[config.mk]
export PLATFORM = sky130hd
export DESIGN_NAME = fifo_arb_ctrl
export DESIGN_NICKNAME = d
export VERILOG_FILES = /design/src/rtl/fifo_ctrl_pkg.sv /design/src/rtl/rr_arbiter.sv /design/src/rtl/fifo_arb_ctrl.sv
export SDC_FILE = /design/constraint.sdc
export NUM_CORES = 1
export LEC_CHECK = 0
export CAP_MARGIN = 20
export CORE_MARGIN = 3
export CORE_UTILIZATION = 30
export CTS_BUF_LIST = sky130_fd_sc_hd__clkbuf_8 sky130_fd_sc_hd__clkbuf_16
export CTS_CLUSTER_DIAMETER = 150
export CTS_CLUSTER_SIZE = 20
export DETAILED_ROUTE_END_ITERATION = 10
export HOLD_SLACK_MARGIN = 0.12
export PLACE_DENSITY_LB_ADDON = 0.3
export SYNTH_ARGS = -nofsm -noshare
export SYNTH_HDL_FRONTEND = slang
export SYNTH_SLANG_ARGS = --single-unit
[constraint.sdc]
create_clock -name clk -period 1.24 [get_ports clk]
set_clock_uncertainty 0.15 [all_clocks]
set_input_delay 0.248 -clock clk [delete_from_list [all_inputs] [get_ports clk]]
set_output_delay 0.248 -clock clk [all_outputs]
set_load 0.01 [all_outputs]
[src/rtl/fifo_ctrl_pkg.sv]
// rtl/fifo_ctrl_pkg.sv - shared states, class indices and helpers for the FIFO arbiter controller
package fifo_ctrl_pkg;

    localparam int NUM_REQ = 4;

    localparam int P0 = 0;
    localparam int P1 = 1;
    localparam int D0 = 2;
    localparam int D1 = 3;

    typedef enum logic [1:0] {
        ST_RESET  = 2'd0,
        ST_INIT   = 2'd1,
        ST_IDLE   = 2'd2,
        ST_ACTIVE = 2'd3
    } state_e;

    function automatic logic [1:0] onehot_idx(input logic [NUM_REQ-1:0] oh);
        logic [1:0] idx;
        idx = '0;
        for (int i = 0; i < NUM_REQ; i++) begin
            if (oh[i]) idx = 2'(i);
        end
        return idx;
    endfunction

endpackage

[src/rtl/rr_arbiter.sv]
// rtl/rr_arbiter.sv - one-hot grant over the class requests; ARB_RR_EN selects round-robin, else fixed priority
module rr_arbiter
    import fifo_ctrl_pkg::*;
(
    input  logic               clk,
    input  logic               reset,
    input  logic               en,
    input  logic [NUM_REQ-1:0] req,
    output logic [NUM_REQ-1:0] gnt
);

`ifdef ARB_RR_EN
    logic [1:0] ptr_q, ptr_d;
    logic [1:0] idx;
    logic       found;

    // Search starts at the pointer; the pointer moves just past the winner.
    always_comb begin
        gnt   = '0;
        ptr_d = ptr_q;
        found = 1'b0;
        idx   = ptr_q;
        for (int i = 0; i < NUM_REQ; i++) begin
            idx = ptr_q + 2'(i);
            if (en && !found && req[idx]) begin
                found    = 1'b1;
                gnt[idx] = 1'b1;
                ptr_d    = idx + 2'd1;
            end
        end
    end

    always_ff @(posedge clk) begin
        if (reset) begin
            ptr_q <= '0;
        end else begin
            ptr_q <= ptr_d;
        end
    end
`else
    logic unused_ok;
    assign unused_ok = ^{clk, reset};

    always_comb begin
        gnt = '0;
        if (en) begin
            if      (req[P0]) gnt[P0] = 1'b1;
            else if (req[P1]) gnt[P1] = 1'b1;
            else if (req[D0]) gnt[D0] = 1'b1;
            else if (req[D1]) gnt[D1] = 1'b1;
        end
    end
`endif

endmodule

[src/rtl/fifo_arb_ctrl.sv]
// rtl/fifo_arb_ctrl.sv - init sequencing, threshold distribution and class arbitration into the downstream FIFO (ARB_RR_EN: round-robin)
module fifo_arb_ctrl
    import fifo_ctrl_pkg::*;
#(
    parameter int DATA_WIDTH = 6,
    parameter int UMBRAL_W   = 4
) (
    input  logic                          clk,
    input  logic                          reset,
    input  logic                          cfg_init,
    input  logic [UMBRAL_W-1:0]           cfg_umbral_af,
    input  logic [UMBRAL_W-1:0]           cfg_umbral_ae,
    input  logic [NUM_REQ-1:0]            src_empty,
    input  logic [NUM_REQ-1:0]            src_error,
    input  logic [NUM_REQ*DATA_WIDTH-1:0] src_data,
    input  logic                          dst_full,
    input  logic                          dst_almost_full,
    output logic                          fifo_init,
    output logic [UMBRAL_W-1:0]           umbral_af_o,
    output logic [UMBRAL_W-1:0]           umbral_ae_o,
    output logic [NUM_REQ-1:0]            src_pop,
    output logic                          dst_push,
    output logic [DATA_WIDTH-1:0]         dst_data,
    output logic [1:0]                    state_o,
    output logic                          error_o
);

    state_e                state_q, state_d;
    logic [UMBRAL_W-1:0]   umbral_af_q, umbral_af_d;
    logic [UMBRAL_W-1:0]   umbral_ae_q, umbral_ae_d;
    logic                  error_q, error_d;
    logic                  pop_vld_q, pop_vld_d;
    logic [1:0]            pop_idx_q, pop_idx_d;
    logic                  dst_push_q, dst_push_d;
    logic [DATA_WIDTH-1:0] dst_data_q, dst_data_d;
    logic                  arb_en;
    logic                  go_init;
    logic [NUM_REQ-1:0]    gnt;

    rr_arbiter u_arb (
        .clk   (clk),
        .reset (reset),
        .en    (arb_en),
        .req   (~src_empty),
        .gnt   (gnt)
    );

    always_ff @(posedge clk) begin
        if (reset) begin
            state_q     <= ST_RESET;
            umbral_af_q <= '0;
            umbral_ae_q <= '0;
            error_q     <= 1'b0;
            pop_vld_q   <= 1'b0;
            pop_idx_q   <= '0;
            dst_push_q  <= 1'b0;
            dst_data_q  <= '0;
        end else begin
            state_q     <= state_d;
            umbral_af_q <= umbral_af_d;
            umbral_ae_q <= umbral_ae_d;
            error_q     <= error_d;
            pop_vld_q   <= pop_vld_d;
            pop_idx_q   <= pop_idx_d;
            dst_push_q  <= dst_push_d;
            dst_data_q  <= dst_data_d;
        end
    end

    always_comb begin
        state_d = state_q;
        unique case (state_q)
            ST_RESET:  state_d = ST_INIT;
            ST_INIT:   if (!cfg_init) state_d = ST_IDLE;
            ST_IDLE: begin
                if (cfg_init)         state_d = ST_INIT;
                else if (|(~src_empty)) state_d = ST_ACTIVE;
            end
            ST_ACTIVE: begin
                if (cfg_init)                     state_d = ST_INIT;
                else if (&src_empty && !pop_vld_q) state_d = ST_IDLE;
            end
        endcase
    end

    // Two-stage word pipeline: pop stage waits for the source read data, push stage drives the downstream FIFO.
    always_comb begin
        go_init     = cfg_init && (state_q == ST_IDLE || state_q == ST_ACTIVE);
        umbral_af_d = (state_q == ST_INIT) ? cfg_umbral_af : umbral_af_q;
        umbral_ae_d = (state_q == ST_INIT) ? cfg_umbral_ae : umbral_ae_q;
        error_d     = (state_q == ST_INIT) ? 1'b0 : (error_q | (|src_error));
        pop_vld_d   = (|gnt) && !go_init;
        pop_idx_d   = onehot_idx(gnt);
        dst_push_d  = pop_vld_q && !go_init;
        dst_data_d  = dst_push_d ? src_data[int'(pop_idx_q)*DATA_WIDTH +: DATA_WIDTH] : '0;
    end

    always_comb begin
        fifo_init = !reset && (state_q == ST_IDLE || state_q == ST_ACTIVE);
        arb_en    = !reset && (state_q == ST_ACTIVE) && !dst_full && !dst_almost_full;
        src_pop   = gnt;
        dst_push  = dst_push_q && !reset;
        dst_data  = reset ? '0 : dst_data_q;
    end

    assign umbral_af_o = umbral_af_q;
    assign umbral_ae_o = umbral_ae_q;
    assign state_o     = state_q;
    assign error_o     = error_q;

endmodule
==> results of run 1 <==
==> routing by layer <==
metal	vias to the layer above	share of wire (%)	GRT usage, %
met5	-	0	0
li1	520	-	-
met4	0	1.1	3.03
met1	504	37	17.4
met3	4	4.5	2.52
met2	30	57	31.5
==> cell usage after synthesis <==
cell        n
buf_1       1
mux4_2      6
dfxtp_1    21
nand2_1    19
nor3_1      5
and2_1      1
inv_1       2
a21oi_1    10
buf_6       1
nand2b_1    2
nand4_1     1
a211oi_1    2
a2111oi_2   1
o21ai_0     1
and3_1      6
clkbuf_1    2
and2b_1     1
buf_2       1
nor2_1      6
nor2b_1     8
nand3_2     1
==> worst max-delay path, stage by stage, from the launching register on <==
cell and delay, ns:
dfxtp_4 0.34, and2b_2 0.17, nand3_4 0.13, nor3_4 0.17
buf_2 0.14
==> what timing repair did <==
item                                    4_1_cts  5_1_grt
gates cloned                                  1        1
hold buffers                                  0        0
buffers inserted                              5        4
pin swaps                                     3        5
endpoints found under the setup margin       39       40
gates resized for setup                      94       30
==> logic make-up after synthesis <==
group	count (synthesis)
compound gates	14
flops	21
simple gates	50
mux	6
buf+inv	7
==> power breakdown <==
group / leakage (nW) / total, mW / switching (mW) / internal (mW)
Sequential: 0.173 / 0.708 / 0.0135 / 0.695
Combinational: 0.623 / 0.394 / 0.149 / 0.245
Clock: 0.0255 / 0.431 / 0.208 / 0.223
==> state kept, by name (all words and copies together) (netlist names) <==
| name | count |
|---|---|
| dst_data_q | 6 |
| dst_push_q | 1 |
| error_o | 1 |
| pop_idx_q | 2 |
| pop_vld_q | 1 |
| state_o | 2 |
| umbral_ae_o | 4 |
| umbral_af_o | 4 |
==> metrics by stage <==
stage / TNS, ns / setup slack, ns
3_5_place_dp: -15.30 / -0.922
6_report: -4.30 / -0.360
3_3_place_gp: -14.53 / -0.889
2_1_floorplan: -0.678 / -0.0747
4_1_cts: -4.14 / -0.423
5_1_grt: -5.73 / -0.410
==> worst max path at each step <==
stage,startpoint,endpoint,slack [ns],depth (start not counted)
2_1_floorplan,state_o[1]$_SDFFE_PP0P_,src_pop[2],-0.07,3
3_3_place_gp,reset,src_pop[2],-0.89,5
3_5_place_dp,reset,src_pop[2],-0.92,5
4_1_cts,state_o[1]$_SDFFE_PP0P_,src_pop[1],-0.42,4
5_1_grt,state_o[1]$_SDFFE_PP0P_,src_pop[2],-0.41,4
6_report,state_o[1]$_SDFFE_PP0P_,src_pop[2],-0.36,4
==> layout make-up <==
class,count,area (µm²)
Fill cell,240,890
Clock buffer,3,41.3
Inverter,2,7.51
Multi-Input combinational cell,70,602
Clock inverter,1,5.00
Timing Repair Buffer,88,837
Tap cell,31,38.8
Sequential cell,21,432
==> impl_metrics.py, run 1 <==
metrics = {
    "worst_setup_path": {
        "r2r_setup_slack_ns": -0.29,
        "r2r.worst_path.cells": 7,
        "cp-end-kind": "primary output",
        "worstPathMaxFanout": 5,
        "path_class": "register to primary output",
        "crit_required_ns": 0.84,
        "r2r_end": "pop_idx_q[0]$_SDFF_PP0_",
        "cp.arrival_ns": 1.20,
        "r2r-start": "state_o[1]$_SDFFE_PP0P_",
        "start_kind": "register",
    },
    "sta": {
        "holdWs_ns": 0.302,
        "rsz0062_at_grt": "true",
        "finalCriticalPeriod_ns": 1.60,
        "fmax_mhz": 625,
        "setup_viol": 31,
        "max_slew_margin_pct": 81.6,
        "slew_violations": 0,
        "period_share_pct": 129,
        "fin_ws_ns": -0.360,
        "hold_violations": 0,
        "worstMarginPinSlew_ns": 0.275,
    },
    "power": {
        "power_mw": 1.53,
        "vdd_ir_drop_max_mv": 0.503,
        "power_density_nw_per_um2": 781,
        "p_leak_nw": 0.822,
    },
    "synth": {
        "synthMuxAreaShare_pct": 14.6,
        "synth-simple-area-share_pct": 26.9,
        "synth_compound_area_share_pct": 9.20,
        "synthCells": 98,
        "synth_top_family_by_area": "simple AND/OR/NAND/NOR gates",
        "yosysWarnings": 0,
        "synth_area_leaders": "dfxtp_1, mux4_2, nand2_1",
        "synth_nets": 143,
        "synth_xor_area_share_pct": 0,
        "synth.distinct_cells": 21,
        "netlist.area_leader.share_pct": 45.5,
        "synth_top_cell_by_area": "dfxtp_1",
        "syn_area_per_cell_um2": 9.44,
        "synth_adder_area_share_pct": 0,
        "netlist_area_um2": 925,
        "yosysSeqAreaShare_pct": 45.5,
        "ys_seq_elements": 21,
    },
    "clock_tree": {
        "clk_pin_slew_worst_paths_ns": 0.08,
        "ctsRootBufferMaster": "clkbuf_8",
        "numClockSinks": 21,
        "cts_tree": "done",
        "clock_latency_ns": 0.25,
        "cts_buffer_depth": 2,
        "cts_buffers": 3,
        "htreeDepth": 1,
    },
    "grt": {
        "grt-ovfl-total": 0,
        "grt_max_degree": 13,
        "grt_pass1_vias": 1041,
        "antenna_found_initial": 0,
        "grt_pass1_wl_mm": 4.53,
        "grtUsageTotal_pct": 15.9,
    },
    "detailed_routing": {
        "drtPass1Iterations": 4,
        "wl_per_cell_um": 14.8,
        "avgViaCountPerCell": 4.90,
        "postRouteWirelength_mm": 3.19,
        "drc": 0,
        "final_antenna_net_count": 0,
        "drt_iter0_drc": 29,
        "vias": 1058,
    },
    "die": {
        "core-area_um2": 2850,
        "ios": 68,
        "initial_core_util_pct": 32.4,
        "dieHeight_um": 61.5,
        "placementRows": 19,
        "dieArea_um2": 3780,
        "die_w_um": 61.5,
    },
    "layout": {
        "final_nets": 231,
        "diodes": 0,
        "layout_commonest_cell": "clkdlybuf4s50_1",
        "area_growth_pct": 112,
        "final_util_pct": 68.8,
        "finalInstanceArea_um2": 1960,
        "fin_cells": 216,
        "drive_above_1_share_pct": 42.2,
        "layout_common_cells": "clkdlybuf4s50_1, dfxtp_1, nand2_1",
    },
    "min_path": {
        "min_from": "umbral_af_o[1]$_SDFFE_PP0N_",
        "hold_class": "register to register",
        "min_path_cells": 2,
        "min_to": "umbral_af_o[1]$_SDFFE_PP0N_",
    },
    "placed_design": {
        "postPlaceCellArea_um2": 1740,
        "io_buffers": 67,
        "dp.cells": 203,
        "gp_congestion": 0.785,
        "dp_hpwl_mm": 2.31,
    },
    "run_status": {
        "status": "finished, violations left",
        "violations": "negative setup slack",
    },
    "job": {
        "max-cap-violations": 0,
    },
}
(Power assumes the default switching activity.)
==> run 2: changes to the inputs <==
ABC_AREA = 1   (was not set)
CORE_UTILIZATION = 31   (was 30)
REMOVE_ABC_BUFFERS = 1   (was not set)
==> run 2 against run 1 <==
The run still ends with negative setup slack left. Critical path depth up 2. Via count up 19%. Power up 3.3%. Combinational power up 3%. Count of clock-buffer cells in the layout unchanged. Cell count up 31%. Clock power up 3%. Flip-flop and latch count unchanged. Hold slack worse by 0.080 ns. First-iteration DRC count up 17%. Core utilization down 1.4 points. Non-clock buffer count up 2. Critical endpoint is now src_pop[3]. Largest power group unchanged. Highest routed layer unchanged.
==> impl_metrics.py, run 2 <==
metrics = {
    "run_status": {
        "status": "finished, violations left",
        "violations": "negative setup slack",
    },
    "sta": {
        "hold_violations": 0,
        "rsz0062_at_grt": "true",
        "period_share_pct": 127,
        "slew_violations": 0,
        "setup_viol": 8,
        "fmax_mhz": 635,
        "finalCriticalPeriod_ns": 1.57,
        "worstMarginPinSlew_ns": 0.405,
        "setup_tns_ns": -1.69,
        "fin_ws_ns": -0.334,
        "max_slew_margin_pct": 73.0,
    },
    "clock_tree": {
        "clock_latency_ns": 0.26,
        "ctsRootBufferMaster": "clkbuf_8",
        "numClockSinks": 21,
        "cts_tree": "done",
        "cts_buffers": 3,
        "htreeDepth": 1,
        "cts_buffer_depth": 2,
        "clk_pin_slew_worst_paths_ns": 0.08,
    },
    "synth": {
        "syn_area_per_cell_um2": 6.62,
        "netlist.area_leader.share_pct": 42.1,
        "ys_top_cells_by_count": "nor2_1, dfxtp_1, o21ai_0, inv_1, nand2_1",
        "async_flop_share_pct": 0,
        "ys_seq_elements": 21,
        "netlist_area_um2": 1000,
        "synth_area_leaders": "dfxtp_1, nor2_1, o21ai_0",
        "yosysWarnings": 0,
        "synth_ff_type": "dfxtp_1",
        "synth_edf_count": 0,
        "synth_top_cell_by_area": "dfxtp_1",
        "yosysSeqAreaShare_pct": 42.1,
        "synth.most_common_cell": "nor2_1",
        "synth.distinct_cells": 18,
        "synthCells": 151,
    },
    "layout": {
        "layout_commonest_cell": "nor2_1",
        "regArea_um2": 430,
        "finalInstanceArea_um2": 1950,
        "multi_input_area_um2": 571,
        "area_growth_pct": 95.5,
        "largest_register_ffs": 6,
        "layout_common_cells": "nor2_1, clkdlybuf4s50_1, buf_4",
        "diodes": 0,
        "nFillCells": 269,
        "regMostFlops": "dst_data_q",
        "final_nets": 288,
        "drive_above_1_share_pct": 37.6,
    },
    "die": {
        "initial_core_util_pct": 34.5,
        "placementRows": 19,
        "ios": 68,
        "dieArea_um2": 3940,
        "die_w_um": 62.8,
        "core-area_um2": 2900,
        "dieHeight_um": 62.8,
    },
    "detailed_routing": {
        "postRouteWirelength_mm": 3.20,
        "wl_per_cell_um": 11.3,
        "drt_iter0_drc": 34,
        "final_antenna_net_count": 0,
        "avgViaCountPerCell": 4.42,
        "drtPass1Iterations": 4,
        "drc": 0,
        "vias": 1255,
    },
    "grt": {
        "grtUsageTotal_pct": 15.8,
        "grt_pass1_vias": 1159,
        "antenna_found_initial": 0,
        "grt_pass1_wl_mm": 5.09,
        "grt-ovfl-total": 0,
        "grt_max_degree": 14,
    },
    "worst_setup_path": {
        "endpoint": "src_pop[3]",
        "cp-end-kind": "primary output",
        "r2r_setup_slack_ns": -0.06,
        "path_class": "input port to primary output",
        "setup.worst_path.start": "reset",
        "r2r-start": "state_o[1]$_SDFFE_PP0P_",
        "crit_required_ns": 0.84,
        "r2r_end": "state_o[0]$_SDFFE_PP0P_",
        "start_kind": "input port",
        "cp.arrival_ns": 1.18,
        "worstPathMaxFanout": 3,
        "r2r.worst_path.cells": 7,
    },
    "power": {
        "power_density_nw_per_um2": 810,
        "p_leak_nw": 0.852,
        "vdd_ir_drop_max_mv": 0.847,
    },
    "placed_design": {
        "dp_hpwl_mm": 2.41,
        "postPlaceCellArea_um2": 1850,
        "place_ws_ns": -0.989,
        "io_buffers": 67,
        "gp_congestion": 0.759,
    },
    "min_path": {
        "hold_class": "input port to register",
    },
    "job": {
        "max-cap-violations": 0,
    },
}
run 2: cell count changes after synthesis, sizes merged, moves of 8 or more:
| cell | before | now |
|---|---|---|
| nor2b | 8 | 0 |
| nor2 | 6 | 57 |
| o21ai | 1 | 20 |
| inv | 2 | 19 |
run 2: layout make-up:
class	instances	area share, %
flip-flops and latches	21	22.0
repair buffers	90	39.8
well taps	42	2.69
clock inverters	1	0.256
inverters	19	3.91
clock buffers	3	2.11
multi-input cells	108	29.2
run 2: cells by family (layout without fill, tap and decap cells):
kind of cell           Yosys count  count (layout)  synth area share [%]
buffers and inverters           22             113                  8.64
and+or+nand+nor                 79              79                  34.3
AOI/OAI and AO/OA               29              29                  15.0
DFF                             21              21                  42.1
run 2: worst min path at each step:
stage | startpoint | cells after the start | slack [ns] | endpoint
floorplan | reset | 1 | 0.17 | state_o[0]$_SDFFE_PP0P_
CTS | reset | 3 | 0.21 | state_o[1]$_SDFFE_PP0P_
global route | reset | 3 | 0.23 | pop_vld_q$_SDFF_PP0_
global placement | pop_vld_q$_SDFF_PP0_ | 2 | 0.31 | dst_push_q$_SDFF_PP0_
detailed placement | pop_vld_q$_SDFF_PP0_ | 2 | 0.31 | dst_push_q$_SDFF_PP0_
finish | reset | 3 | 0.22 | state_o[1]$_SDFFE_PP0P_
run 2: per-stage QoR:
stage | power [mW] | utilization [%] | hold slack (ns) | std cells
after detailed placement | 1.12 | 63.9 | 0.309 | 273
after floorplan | 0.842 | - | 0.170 | 148
after CTS | 1.56 | 65.4 | 0.210 | 279
after global placement | 1.12 | 63.9 | 0.308 | 273
final | 1.58 | 67.4 | 0.222 | 284
after global routing | 1.66 | 67.4 | 0.229 | 284
run 2: timing repair:
| action | CTS | global route |
|---|---|---|
| setup buffers | 2 | 5 |
| pin swaps | 8 | 14 |
| hold buffers | 0 | 0 |
| endpoints found under the setup margin | 42 | 37 |
| gates resized for setup | 105 | 38 |
run 2: power by group:
part	total (mW)	switching, mW	internal (mW)
Sequential	0.733	0.0223	0.711
Clock	0.446	0.223	0.224
Combinational	0.404	0.163	0.241
run 2: layer usage:
metal | vias up | part of all wire (%) | track usage (%)
met5 | - | 0 | 0
met4 | 0 | 0.78 | 4.13
met3 | 5 | 4.1 | 4.50
met2 | 28 | 54 | 28.8
met1 | 561 | 42 | 17.9
li1 | 661 | - | -
run 2: critical path: stages:
cell	delay [ns]
buf_2	0.12
nor3_2	0.23
nand3_4	0.11
or2_4	0.26
nor2_2	0.08
buf_2	0.13
